`src/rtl/door_lock_pkg.sv`:
```
// Shared types and default timing constants for the multi-door lock controller.
package door_lock_pkg;

  // Per-door controller state.
  typedef enum logic [1:0] {
    LOCKED   = 2'd0,
    UNLOCKED = 2'd1,
    OPEN     = 2'd2,
    ALARM    = 2'd3
  } lock_state_t;

  // Defaults assume a 50 MHz clock.
  localparam int DEFAULT_N_DOORS       = 4;
  localparam int DEFAULT_UNLOCK_CYCLES = 150_000_000;  // 3 s strike release
  localparam int DEFAULT_AJAR_CYCLES   = 500_000_000;  // 10 s before ajar alarm

  // Larger of two cycle counts; sizes the shared per-channel timer.
  function automatic int max_cycles(input int a, input int b);
    return (a > b) ? a : b;
  endfunction

endpackage

```
`src/rtl/door_lock_channel.sv`:
```
// One door: input edge detectors, availability flag, lock FSM and its timer.
module door_lock_channel
  import door_lock_pkg::*;
#(
  parameter int UNLOCK_CYCLES = DEFAULT_UNLOCK_CYCLES,
  parameter int AJAR_CYCLES   = DEFAULT_AJAR_CYCLES
) (
  input  logic clk,
  input  logic reset_n,
  input  logic avail_set,
  input  logic avail_clr,
  input  logic unlock_req,
  input  logic door_closed,
  input  logic force_lock,
  output logic lock_output,
  output logic room_available,
  output logic door_alarm,
  output logic denied
);

  // One timer serves both the unlock window and the ajar limit.
  localparam int CNT_W = $clog2(max_cycles(UNLOCK_CYCLES, AJAR_CYCLES) + 1);
  localparam logic [CNT_W-1:0] UNLOCK_LAST = CNT_W'(UNLOCK_CYCLES - 1);
  localparam logic [CNT_W-1:0] AJAR_LAST   = CNT_W'(AJAR_CYCLES - 1);
  localparam logic [CNT_W-1:0] TIMER_MAX   = '1;

  // Refuse to build with windows too short for the FSM to observe.
  if (UNLOCK_CYCLES < 2) begin : g_bad_unlock
    $error("door_lock_channel: UNLOCK_CYCLES must be >= 2");
  end
  if (AJAR_CYCLES < 2) begin : g_bad_ajar
    $error("door_lock_channel: AJAR_CYCLES must be >= 2");
  end

  lock_state_t      state_reg;
  logic [CNT_W-1:0] timer_reg;
  logic             set_hist_reg;
  logic             clr_hist_reg;
  logic             req_hist_reg;
  logic             avail_reg;
  logic             lock_reg;
  logic             alarm_reg;
  logic             denied_reg;

  logic set_edge;
  logic clr_edge;
  logic req_edge;
  logic [CNT_W-1:0] timer_inc;

  assign set_edge  = avail_set  & ~set_hist_reg;
  assign clr_edge  = avail_clr  & ~clr_hist_reg;
  assign req_edge  = unlock_req & ~req_hist_reg;
  // Saturating increment: a stuck channel must never wrap back into range.
  assign timer_inc = (timer_reg == TIMER_MAX) ? timer_reg : timer_reg + 1'b1;

  // Edge history, availability flag, lock FSM and registered Moore outputs.
  always_ff @(posedge clk) begin
    if (!reset_n) begin
      state_reg    <= LOCKED;
      timer_reg    <= '0;
      set_hist_reg <= 1'b0;
      clr_hist_reg <= 1'b0;
      req_hist_reg <= 1'b0;
      avail_reg    <= 1'b0;
      lock_reg     <= 1'b0;
      alarm_reg    <= 1'b0;
      denied_reg   <= 1'b0;
    end else begin
      set_hist_reg <= avail_set;
      clr_hist_reg <= avail_clr;
      req_hist_reg <= unlock_req;

      // Clear beats set when both edges land together.
      if (clr_edge) begin
        avail_reg <= 1'b0;
      end else if (set_edge) begin
        avail_reg <= 1'b1;
      end

      denied_reg <= 1'b0;

      case (state_reg)
        LOCKED: begin
          if (!door_closed) begin
            // Door opened without a grant: forced entry outranks any request.
            state_reg <= ALARM;
            alarm_reg <= 1'b1;
            lock_reg  <= 1'b0;
          end else if (req_edge) begin
            if (avail_reg && !clr_edge) begin
              state_reg <= UNLOCKED;
              timer_reg <= '0;
              lock_reg  <= 1'b1;
            end else begin
              denied_reg <= 1'b1;
            end
          end
        end

        UNLOCKED: begin
          if (!door_closed) begin
            state_reg <= OPEN;
            timer_reg <= '0;
            lock_reg  <= 1'b0;
          end else if (force_lock || clr_edge || timer_reg == UNLOCK_LAST) begin
            state_reg <= LOCKED;
            lock_reg  <= 1'b0;
          end else if (req_edge) begin
            timer_reg <= '0;
          end else begin
            timer_reg <= timer_inc;
          end
        end

        OPEN: begin
          // Requests are silently ignored while the door is physically open.
          if (door_closed) begin
            state_reg <= LOCKED;
          end else if (timer_reg == AJAR_LAST) begin
            state_reg <= ALARM;
            alarm_reg <= 1'b1;
          end else begin
            timer_reg <= timer_inc;
          end
        end

        ALARM: begin
          if (req_edge) begin
            denied_reg <= 1'b1;
          end
          if (door_closed) begin
            state_reg <= LOCKED;
            alarm_reg <= 1'b0;
          end
        end

        default: begin
          state_reg <= LOCKED;
          lock_reg  <= 1'b0;
          alarm_reg <= 1'b0;
        end
      endcase
    end
  end

  assign lock_output    = lock_reg;
  assign room_available = avail_reg;
  assign door_alarm     = alarm_reg;
  assign denied         = denied_reg;

endmodule

```
`src/rtl/multi_door_lock.sv`:
```
// N independent door channels sharing clock, reset and the global force-lock.
module multi_door_lock
  import door_lock_pkg::*;
#(
  parameter int N_DOORS       = DEFAULT_N_DOORS,
  parameter int UNLOCK_CYCLES = DEFAULT_UNLOCK_CYCLES,
  parameter int AJAR_CYCLES   = DEFAULT_AJAR_CYCLES
) (
  input  logic               FPGA_CLK1_50,
  input  logic               reset_n,
  input  logic [N_DOORS-1:0] avail_set,
  input  logic [N_DOORS-1:0] avail_clr,
  input  logic [N_DOORS-1:0] unlock_req,
  input  logic [N_DOORS-1:0] door_closed,
  input  logic               force_lock,
  output logic [N_DOORS-1:0] lock_output,
  output logic [N_DOORS-1:0] room_available,
  output logic [N_DOORS-1:0] door_alarm,
  output logic [N_DOORS-1:0] denied
);

  // One channel per door; only force_lock is shared between them.
  for (genvar gi = 0; gi < N_DOORS; gi++) begin : g_door
    door_lock_channel #(
      .UNLOCK_CYCLES(UNLOCK_CYCLES),
      .AJAR_CYCLES  (AJAR_CYCLES)
    ) u_channel (
      .clk           (FPGA_CLK1_50),
      .reset_n       (reset_n),
      .avail_set     (avail_set[gi]),
      .avail_clr     (avail_clr[gi]),
      .unlock_req    (unlock_req[gi]),
      .door_closed   (door_closed[gi]),
      .force_lock    (force_lock),
      .lock_output   (lock_output[gi]),
      .room_available(room_available[gi]),
      .door_alarm    (door_alarm[gi]),
      .denied        (denied[gi])
    );
  end

endmodule

```
`config.mk`:
```
export PLATFORM = sky130hd
export DESIGN_NAME = multi_door_lock
export DESIGN_NICKNAME = d
export VERILOG_FILES = /design/src/rtl/door_lock_pkg.sv /design/src/rtl/door_lock_channel.sv /design/src/rtl/multi_door_lock.sv
export SDC_FILE = /design/constraint.sdc
export NUM_CORES = 1
export LEC_CHECK = 0
export CORE_ASPECT_RATIO = 1.75
export CORE_MARGIN = 2
export CORE_UTILIZATION = 58
export DETAILED_ROUTE_END_ITERATION = 10
export PLACE_DENSITY_LB_ADDON = 0.1
export SLEW_MARGIN = 20
export SYNTH_ARGS = -nofsm -noshare
export SYNTH_HDL_FRONTEND = slang
export SYNTH_SLANG_ARGS = --single-unit
```
`constraint.sdc`:
```
create_clock -name FPGA_CLK1_50 -period 3.1 [get_ports FPGA_CLK1_50]
set_input_delay 0.465 -clock FPGA_CLK1_50 [delete_from_list [all_inputs] [get_ports FPGA_CLK1_50]]
set_output_delay 0.465 -clock FPGA_CLK1_50 [all_outputs]
set_load 0.005 [all_outputs]
```
==> results of run 1 <==
## cells in the final DEF, fill, tap and decap left out, types with 5 or more instances in the layout
cell,netlist,final
a211oi_1,10,10
a21oi_1,86,86
a31oi_1,41,41
a41oi_1,15,15
and2_1,37,37
and3_1,22,22
and4_1,18,18
buf_4,18,53
clkbuf_16,0,17
clkdlybuf4s50_1,0,33
clkinvlp_4,0,6
dfxtp_1,152,152
ha_1,23,23
inv_1,28,27
nand2_1,114,114
nand2b_1,17,17
nand3_1,60,60
nand3b_1,9,9
nand4_1,45,45
nand4b_1,11,11
nor2_1,67,67
nor2b_1,13,13
nor3_1,33,33
nor4_1,21,21
nor4b_1,10,10
o211ai_1,27,27
o21a_1,18,18
o21ai_0,48,46
o221a_2,11,11
o22ai_1,19,19
o311ai_0,16,16
o31ai_1,16,16
o32ai_1,5,5
o41ai_1,27,27
or2_2,8,8
or3_1,29,29
or4_1,27,27
## report_power, final
part | switching [mW] | internal (mW) | total [mW]
combinational | 0.892 | 0.515 | 1.41
sequential | 0.0519 | 2.01 | 2.06
clock | 0.894 | 1.15 | 2.05
total | 1.84 | 3.68 | 5.52
## per-layer routing
metal	global-route usage	wire length (um)
met1	0.364	10800
met2	0.553	14100
met3	0.0484	1420
met4	0.119	861
met5	0	0
## worst max path at each step
stage | from | to
floorplan | g_door[0].u_channel.timer_reg[13] | g_door[0].u_channel.timer_reg[8]
global placement | unlock_req[1] | g_door[1].u_channel.timer_reg[15]
detailed placement | unlock_req[1] | g_door[1].u_channel.timer_reg[8]
CTS | g_door[0].u_channel.timer_reg[10] | g_door[0].u_channel.timer_reg[7]
global route | g_door[3].u_channel.timer_reg[0] | g_door[3].u_channel.timer_reg[11]
finish | g_door[0].u_channel.timer_reg[10] | g_door[0].u_channel.timer_reg[7]
## synthesized netlist by cell type (21+ instances only)
library cell  number
a21oi_1           86
a31oi_1           41
and2_1            37
and3_1            22
clkbuf_1          65
dfxtp_1          152
ha_1              23
inv_1             28
nand2_1          114
nand3_1           60
nand4_1           45
nor2_1            67
nor3_1            33
nor4_1            21
o211ai_1          27
o21ai_0           48
o41ai_1           27
or3_1             29
or4_1             27
## worst max-delay path, cell delays in order (launching register included)
cell     delay, ns
dfxtp_1       0.36
or4b_1        0.53
or4_4         0.53
o31ai_4       0.23
a221o_2       0.43
buf_4         0.26
nor2_1        0.07
o221a_2       0.26
## layout make-up
class / count / area (um^2) / share of cell area
multi-input combinational: 958 / 6030 / 0.560
sequential: 152 / 3040 / 0.283
clock buffer: 19 / 453 / 0.0421
timing repair buffer: 86 / 728 / 0.0677
inverter: 28 / 105 / 0.00977
clock inverter: 13 / 123 / 0.0114
tap: 224 / 280 / 0.0260
## cell families after synthesis
family	Yosys count
flip-flops	152
AND/OR/NAND/NOR	562
multiplexers	2
buffers and inverters	132
AO/OA/AOI/OAI	371
adder cells (fa/ha/maj)	23
==> impl_metrics.tcl, run 1 <==
set metrics [dict create \
    yosys.area_share.simple 0.327 \
    cap_violations 0 \
    vias 10041 \
    synth_xor_area_frac 0 \
    ys_async_sr_fraction 0 \
    cp_max_fo 18 \
    avgRoutedWirePerCell_um 18.4 \
    drtIter0Drc 606 \
    stdcell_count 1480 \
    post_cts_buffers 0 \
    synth_nets 1284 \
    ios 35 \
    dpl.hpwl_um 18900 \
    die_height_um 175 \
    rr_startpoint "g_door[0].u_channel.timer_reg[10]" \
    critPathKind "reg -> reg" \
    cts.sinks 152 \
    drc 0 \
    finalHoldViolations 0 \
    synth_edf_count 0 \
    synth-compound-area-share 0.265 \
    cts_buffers 17 \
    postSynthAreaPerCell_um2 7.78 \
    worst_hold_slack_ns 0.400 \
    grt_pass1_wl_um 45400 \
    drt_wl_total_um 27200 \
    synthAdderAreaFrac 0.0298 \
    cp.required_ns 3.43 \
    critPathArrivalTime_ns 3.11 \
    period_minus_slack_ns 2.78 \
    core.rowCount 62 \
    fin_util 0.657 \
    crit_path_start_kind "register" \
    ys_warn_count 0 \
    grtUsageTotal 0.310 \
    cts_tree "yes" \
    die_area_um2 17700 \
    viasPerCell 6.78 \
    rr_endpoint "g_door[0].u_channel.timer_reg[7]" \
    synth_flop_cell "dfxtp_1" \
    cts_resized 0 \
    min_path_type "in -> reg" \
    hold_buffers 0 \
    place_ws_ns 0.218 \
    reg2reg_depth 7 \
    root_buffer "clkbuf_16" \
    p_leak_nw 3.49 \
    fin_nets 1285 \
    hold_start "reset_n" \
    yosys-top-cells-area "dfxtp_1 (31%), a21oi_1 (4.5%), nand2_1 (4.4%)" \
    grt_pass1_vias 9429 \
    insertion_delay_ns 0.44 \
    dr.pass1.iters 5 \
    hold_end "g_door[2].u_channel.timer_reg[6]" \
    largest_reg_flops 116 \
    max_freq_ghz 0.360 \
    initial_core_util 0.590 \
    worst_pin_slew_ns 0.954 \
    globalplace.congestion 0.964 \
    place_area_um2 10200 \
    grt_overflow_total 0 \
    ctsLongestPathBuffers 2 \
    synth_top_area_frac 0.315 \
    htreeDepth 4 \
    port_buffers 34 \
    placed_cells 1448 \
    fin_crit_sh 0.895 \
    finClkSkew_ns 0.00697 \
    setup-tns-final_ns 0 \
    rsz0062_at_grt "false" \
    drv_slew 0 \
    setup_ws_ns 0.325 \
    p_total_mw 5.52 \
    areaGrowthSynthToFinish_pct 11.3 \
    outcome "finished, final reports clean" \
    die_width_um 102 \
    ant_nets 0 \
    drive_gt1_frac 0.0924 \
    design_area_um2 10800 \
    end_kind "register" \
    ys_types 76 \
    clk_pin_slew_ns 0.07 \
    fillers 1461 \
    synth_area_leader_cell "dfxtp_1" \
    synthMuxAreaShare 0.00207 \
    peakVddDrop_v 0.000435 \
    core_um2 16400 \
    synthCells 1242 \
    syn-cell-area_um2 9660 \
    timing.slew.headroom 0.364 \
    setup_viol 0 \
    power_density_nw_per_um2 513 \
    ys_ff_latch 152 \
    antenna_found_initial 0 \
    grt_start_max_net_pins 63 \
    holdPathStages 2 \
    rrSetupSlack_ns 0.32 \
    synth_top_family_by_area "simple AND/OR/NAND/NOR gates" \
    yosysSeqAreaShare 0.315 \
    antenna_cells 0 \
]
No activity file was read; power rests on OpenSTA's default activity.
==> run 2, diff against run 1 <==
TNS_END_PERCENT = 1   (was unset)
==> results of run 2 <==
Final layout, timing and power as in run 1 (identical DEF).
